--- config.mk ---
export PLATFORM = sky130hd
export DESIGN_NAME = iob_fp_f2i
export DESIGN_NICKNAME = d
export VERILOG_FILES = /design/src/rtl/iob_fp_f2i.sv
export SDC_FILE = /design/constraint.sdc
export NUM_CORES = 1
export LEC_CHECK = 0
export BUFFER_PORTS_ARGS = -buffer_cell sky130_fd_sc_hd__buf_2
export CORE_MARGIN = 3
export CORE_UTILIZATION = 43
export CTS_CLUSTER_DIAMETER = 50
export DETAILED_ROUTE_END_ITERATION = 6
export GPL_TIMING_DRIVEN = 0
export HOLD_SLACK_MARGIN = 0.02
export PLACE_DENSITY_LB_ADDON = 0.15
export SYNTH_ARGS = -nofsm -noshare
export SYNTH_HDL_FRONTEND = slang
export SYNTH_SLANG_ARGS = --single-unit
--- constraint.sdc ---
create_clock -name clk_i -period 4 [get_ports clk_i]
set_clock_uncertainty 0.15 [all_clocks]
set_input_delay 0.4 -clock clk_i [delete_from_list [all_inputs] [get_ports clk_i]]
set_output_delay 0.4 -clock clk_i [all_outputs]
set_load 0.01 [all_outputs]
--- src/rtl/iob_fp_f2i.sv ---
// iob_fp_f2i: pipelined IEEE-754 float to signed two's-complement integer converter.
// Fixed latency of 3 cycles, one operand per cycle, start/done pulse handshake.
//
// Ports:
//   clk_i       clock, all state on rising edge
//   rst_n_i     asynchronous active-low reset
//   start_i     operand valid pulse, op_i sampled in the same cycle
//   op_i        float operand (sign | exponent | fraction)
//   done_o      result valid pulse, start_i delayed by 3 cycles
//   res_o       signed integer result (held between done pulses)
//   overflow_o  result saturated (|value| out of range or +/-Inf)
//   invalid_o   operand was NaN (result forced to INT_MAX)
//
// Build option:
//   IOB_FP_F2I_RNE_EN  defined: round to nearest, ties to even.
//                      undefined: truncate toward zero.
module iob_fp_f2i #(
  parameter int DATA_W = 32,
  parameter int EXP_W  = 8,
  parameter int INT_W  = 32
) (
  input  logic              clk_i,
  input  logic              rst_n_i,
  input  logic              start_i,
  input  logic [DATA_W-1:0] op_i,
  output logic              done_o,
  output logic [INT_W-1:0]  res_o,
  output logic              overflow_o,
  output logic              invalid_o
);

  localparam int MAN_W  = DATA_W - EXP_W;     // includes hidden bit
  localparam int FRAC_W = MAN_W - 1;
  localparam int BIAS   = 2**(EXP_W-1) - 1;
  localparam int WIDE_W = INT_W + MAN_W;
  localparam int E_W    = EXP_W + 2;           // signed unbiased exponent

  localparam logic [INT_W-1:0] INT_MAX = {1'b0, {(INT_W-1){1'b1}}};
  localparam logic [INT_W-1:0] INT_MIN = {1'b1, {(INT_W-1){1'b0}}};
  localparam logic [INT_W:0]   POS_LIM = {2'b00, {(INT_W-1){1'b1}}};
  localparam logic [INT_W:0]   NEG_LIM = {2'b01, {(INT_W-1){1'b0}}};

  // ---------------- stage 1: unpack ----------------
  logic [EXP_W-1:0]  exp_in;
  logic [FRAC_W-1:0] frac_in;

  assign exp_in  = op_i[DATA_W-2 -: EXP_W];
  assign frac_in = op_i[FRAC_W-1:0];

  logic              s1_valid;
  logic              s1_sign;
  logic [EXP_W-1:0]  s1_exp;
  logic [MAN_W-1:0]  s1_mant;
  logic              s1_nan;
  logic              s1_inf;

  always_ff @(posedge clk_i or negedge rst_n_i) begin
    if (!rst_n_i) begin
      s1_valid <= 1'b0;
      s1_sign  <= 1'b0;
      s1_exp   <= '0;
      s1_mant  <= '0;
      s1_nan   <= 1'b0;
      s1_inf   <= 1'b0;
    end else begin
      s1_valid <= start_i;
      s1_sign  <= op_i[DATA_W-1];
      s1_exp   <= exp_in;
      s1_mant  <= {|exp_in, frac_in};
      s1_nan   <= (&exp_in) & (|frac_in);
      s1_inf   <= (&exp_in) & ~(|frac_in);
    end
  end

  // ---------------- stage 2: align ----------------
  logic signed [E_W-1:0] e;
  logic [WIDE_W-1:0]     wide;
  logic [INT_W-1:0]      mag_nx;
  logic                  ovf_nx;
`ifdef IOB_FP_F2I_RNE_EN
  logic                  guard_nx;
  logic                  sticky_nx;
`endif

  always_comb begin
    e      = $signed({2'b00, s1_exp}) - $signed(E_W'(BIAS));
    wide   = '0;
    mag_nx = '0;
    ovf_nx = 1'b0;
`ifdef IOB_FP_F2I_RNE_EN
    guard_nx  = 1'b0;
    sticky_nx = 1'b0;
`endif
    if (s1_inf || (e > $signed(E_W'(INT_W-1)))) begin
      ovf_nx = 1'b1;
    end else if (e[E_W-1]) begin
`ifdef IOB_FP_F2I_RNE_EN
      // e == -1 puts the hidden bit in the guard position; below that every
      // set bit (hidden or fraction) only contributes to sticky.
      if (e == '1) begin
        guard_nx  = 1'b1;
        sticky_nx = |s1_mant[FRAC_W-1:0];
      end else begin
        sticky_nx = |s1_mant;
      end
`endif
    end else begin
      // Shift the mantissa up by e, binary point sits FRAC_W bits from the bottom.
      wide   = WIDE_W'(s1_mant) << e[E_W-2:0];
      mag_nx = INT_W'(wide >> FRAC_W);
`ifdef IOB_FP_F2I_RNE_EN
      guard_nx  = wide[FRAC_W-1];
      sticky_nx = |wide[FRAC_W-2:0];
`endif
    end
  end

  logic             s2_valid;
  logic             s2_sign;
  logic             s2_nan;
  logic             s2_ovf;
  logic [INT_W-1:0] s2_mag;
`ifdef IOB_FP_F2I_RNE_EN
  logic             s2_guard;
  logic             s2_sticky;
`endif

  always_ff @(posedge clk_i or negedge rst_n_i) begin
    if (!rst_n_i) begin
      s2_valid  <= 1'b0;
      s2_sign   <= 1'b0;
      s2_nan    <= 1'b0;
      s2_ovf    <= 1'b0;
      s2_mag    <= '0;
`ifdef IOB_FP_F2I_RNE_EN
      s2_guard  <= 1'b0;
      s2_sticky <= 1'b0;
`endif
    end else begin
      s2_valid  <= s1_valid;
      s2_sign   <= s1_sign;
      s2_nan    <= s1_nan;
      s2_ovf    <= ovf_nx;
      s2_mag    <= mag_nx;
`ifdef IOB_FP_F2I_RNE_EN
      s2_guard  <= guard_nx;
      s2_sticky <= sticky_nx;
`endif
    end
  end

  // ---------------- stage 3: round, saturate, sign ----------------
  logic             inc;
  logic [INT_W:0]   magr;
  logic [INT_W-1:0] res_nx;
  logic             ovf_res;
  logic             inv_res;

  always_comb begin
`ifdef IOB_FP_F2I_RNE_EN
    inc = s2_guard & (s2_sticky | s2_mag[0]);
`else
    inc = 1'b0;
`endif
    magr    = {1'b0, s2_mag} + (INT_W+1)'(inc);
    res_nx  = '0;
    ovf_res = 1'b0;
    inv_res = 1'b0;
    // NaN also carries an out-of-range exponent, so it must win over overflow.
    if (s2_nan) begin
      res_nx  = INT_MAX;
      inv_res = 1'b1;
    end else if (s2_ovf) begin
      res_nx  = s2_sign ? INT_MIN : INT_MAX;
      ovf_res = 1'b1;
    end else if (!s2_sign && (magr > POS_LIM)) begin
      res_nx  = INT_MAX;
      ovf_res = 1'b1;
    end else if (s2_sign && (magr > NEG_LIM)) begin
      res_nx  = INT_MIN;
      ovf_res = 1'b1;
    end else if (s2_sign) begin
      res_nx  = '0 - magr[INT_W-1:0];
    end else begin
      res_nx  = magr[INT_W-1:0];
    end
  end

  always_ff @(posedge clk_i or negedge rst_n_i) begin
    if (!rst_n_i) begin
      done_o     <= 1'b0;
      res_o      <= '0;
      overflow_o <= 1'b0;
      invalid_o  <= 1'b0;
    end else begin
      done_o <= s2_valid;
      if (s2_valid) begin
        res_o      <= res_nx;
        overflow_o <= ovf_res;
        invalid_o  <= inv_res;
      end
    end
  end

endmodule

==> flow_summary.toml <==
[cts]
clk-insertion-delay-late_ns = 0.36
numCtsBuffers = 9
cts.clk_slew.worst_paths_ns = 0.07
root_buffer = "clkbuf_16"
post-cts-setup-buffer-count = 0
cts_tree = "yes"
htreeDepth = 3
cts.sinks = 107
clockBufferDepth = 2

[sta]
rsz0062_at_grt = "no"
worst_slack_ns = 0.140
finalSetupViolations = 0
hold_slack_ns = 0.0246
fmax_mhz = 259
relSlewSlack_pct = 30.6
fin_crit_sh_pct = 96.5
worstMarginPinSlew_ns = 1.03
hold_violations = 0
drv_slew = 0
layout_min_cycle_time_ns = 3.86

[logic_synthesis]
seq_area_frac_synth_pct = 44.4
ys_async_sr_fraction_pct = 100
ys.flop_type = "dfrtp_1"
synth.avg_cell_area_um2 = 9.51
yosys_register_bits = 107
synth_enable_flop_cells = 0
syn_nets = 672
ys_warn_count = 0
synth_cell_types = 59
syn_area_mm2 = 0.00603
synthCells = 634

[route]
vias = 5359
wire_per_inst_um = 18.4
drcViolationCount = 0
drtIter0Drc = 424
viasPerCell = 5.79
routed_wl_mm = 17.1
drtAntennaViolNets = 0
first_pass_iters = 6

[cells_and_area]
regArea_mm2 = 0.00268
antenna_cells = 0
most-common-layout-cells = "dfrtp_1 (107), buf_2 (72), nand2_1 (63)"
multi_input_area_mm2 = 0.00314
nets = 783
drive_gt1_share_pct = 15.9
area_growth_pct = 20.3
fin_area_mm2 = 0.00726
layout_commonest_cell = "dfrtp_1"
nFillCells = 1238
fin_util_pct = 53.9

[outcome]
status = "finished clean"

[worst_setup_path]
crit_path_max_fanout = 10
slowest_stage = "ha_2"
path_class = "reg -> reg"
worst-endpoint-required_ns = 4.06
path_cells = "clkbuf_2 -> inv_2 -> clkbuf_2 -> ha_2 -> clkbuf_2 -> mux2i_1 -> mux2i_1 -> mux2i_1 -> nor3_1 -> a311oi_1 -> a211oi_1"
critPathArrivalTime_ns = 3.92
cp-end-kind = "flip-flop"
worstSetupStartpointType = "flip-flop"
max_stage_delay_ns = 0.55
regToRegSetupSlack_ns = 0.14

[global_route]
antenna_found_initial = 0
met2_usage_pct = 40.0
use_met3_pct = 3.04
grt_overflow_total = 0
grt_pass1_vias = 5442
gr-usage-met1_pct = 26.8
grt_pass1_wl_mm = 28.4
grt_usage_pct = 22.6
grt.busiest_layer = "met2"
grt_max_degree = 79

[floorplanning]
ios = 70
dieHeight_um = 124
core_area_mm2 = 0.0135
die-area_mm2 = 0.0155
start_util_pct = 44.8
num_rows = 42
fp.dieW_um = 124

[placement]
place_ws_ns = -0.679
hpwl_mm = 13.4
place.gp.congestion = 0.932
placed_area_mm2 = 0.00663
port_buffers = 69

[flow_run]
cap_violations = 0

[power_and_ir_drop]
cellPowerDensity_mw_per_mm2 = 380
p_seq_share_pct = 43.0
p_leak_nw = 3.27
clockPowerShare_pct = 33.6
peakVddDrop_uv = 196
p_comb_share_pct = 23.4
p_sw_share_pct = 30.1
internal_power_mw = 1.93
power_switching_uw = 830

[min_path]
hp-class = "in -> reg"
-- worst max-delay path, delay by kind of cell (launching register included) --
| kind | cells | cell delay [ns] |
|---|---|---|
| compound gates | 2 | 0.50 |
| fa+ha+maj | 1 | 0.55 |
| buf+inv | 4 | 1.09 |
| flops | 1 | 0.39 |
| mux | 3 | 0.94 |
| simple gates | 1 | 0.09 |
-- final timing paths --
check                                from     endpoint  cells past startpoint
worst max register to register  s1_exp[0]    s2_mag[3]                     11
worst max-delay path            s1_exp[0]    s2_mag[3]                     11
worst min register to register     s1_nan       s2_nan                      0
max in group asynchronous         rst_n_i   s1_mant[2]                      3
min in group asynchronous         rst_n_i   overflow_o                      2
worst min-delay path             op_i[22]  s1_mant[22]                      1
-- routing by layer --
metal	vias up	routed length, um
li1	2558	-
met1	2578	7030
met2	181	8780
met3	42	672
met4	0	599
met5	-	0
-- cell usage after synthesis, types with 6 or more instances --
| cell | count | area share, % |
|---|---|---|
| clkbuf_1 | 33 | 2.1 |
| o21ai_0 | 17 | 1.4 |
| o21a_1 | 6 | 0.75 |
| nand3_1 | 11 | 0.91 |
| nand2_1 | 63 | 3.9 |
| nor4_1 | 22 | 2.3 |
| xnor2_1 | 9 | 1.3 |
| or2_2 | 6 | 0.62 |
| o22a_1 | 16 | 2.3 |
| a31oi_1 | 8 | 0.83 |
| o21ai_1 | 6 | 0.50 |
| a211oi_1 | 19 | 2.4 |
| nor2b_1 | 7 | 0.73 |
| dfrtp_1 | 107 | 44 |
| nor3_1 | 28 | 2.3 |
| a21oi_1 | 31 | 2.6 |
| mux2i_1 | 51 | 8.5 |
| xor2_1 | 22 | 3.2 |
| inv_1 | 9 | 0.56 |
| nand2b_1 | 7 | 0.73 |
| or3_1 | 10 | 1.0 |
| o22ai_1 | 8 | 0.83 |
| nor2_1 | 58 | 3.6 |
-- state kept, by name (all words and copies together) (netlist names) --
| register | cells |
|---|---|
| done_o | 1 |
| invalid_o | 1 |
| overflow_o | 1 |
| res_o | 32 |
| s1_exp | 8 |
| s1_inf | 1 |
| s1_mant | 24 |
| s1_nan | 1 |
| s1_sign | 1 |
| s1_valid | 1 |
| s2_mag | 32 |
| s2_nan | 1 |
| s2_ovf | 1 |
| s2_sign | 1 |
| s2_valid | 1 |
-- final cells by class --
type	instances	share of cell area, %
clock buffer	11	3.48
tap	176	3.04
multi-input combinational	476	43.3
timing repair buffer	101	9.45
buffer	40	2.50
clock inverter	5	0.793
inverter	10	0.517
sequential	107	36.9
-- stage by stage --
stage	std cells	setup TNS, ns	total power [mW]
floorplan	634	0	1.61
global placement	879	-12.29	1.81
detailed placement	880	-13.49	1.82
CTS	926	0	2.77
global route	926	0	2.89
finish	926	0	2.76
-- power groups by stage --
| stage | registers, mW | clock network (mW) | logic [mW] |
|---|---|---|---|
| 3_5_place_dp | 1.21 | 0 | 0.616 |
| 4_1_cts | 1.19 | 0.947 | 0.642 |
| 6_report | 1.19 | 0.926 | 0.646 |
| 3_3_place_gp | 1.20 | 0 | 0.610 |
| 5_1_grt | 1.19 | 0.992 | 0.707 |
| 2_1_floorplan | 1.22 | 0 | 0.386 |
-- cells by family (layout without fill, tap and decap cells) --
group | count (synthesis) | after routing | synth area share, %
AO/OA/AOI/OAI | 146 | 146 | 16.6
XOR/XNOR | 31 | 31 | 4.50
adder cells (fa/ha/maj) | 3 | 3 | 0.622
buffers and inverters | 51 | 167 | 3.61
flip-flops | 107 | 107 | 44.4
multiplexers | 61 | 61 | 11.3
AND/OR/NAND/NOR | 235 | 235 | 19.0
-- repair_timing --
item | 4_1_cts | 5_1_grt
endpoints found under the setup margin | 30 | 9
gates resized for setup | 4 | 2
endpoints found under the hold margin | 59 | 0
hold buffers | 31 | 0
Power figures use the tool's default switching activity.
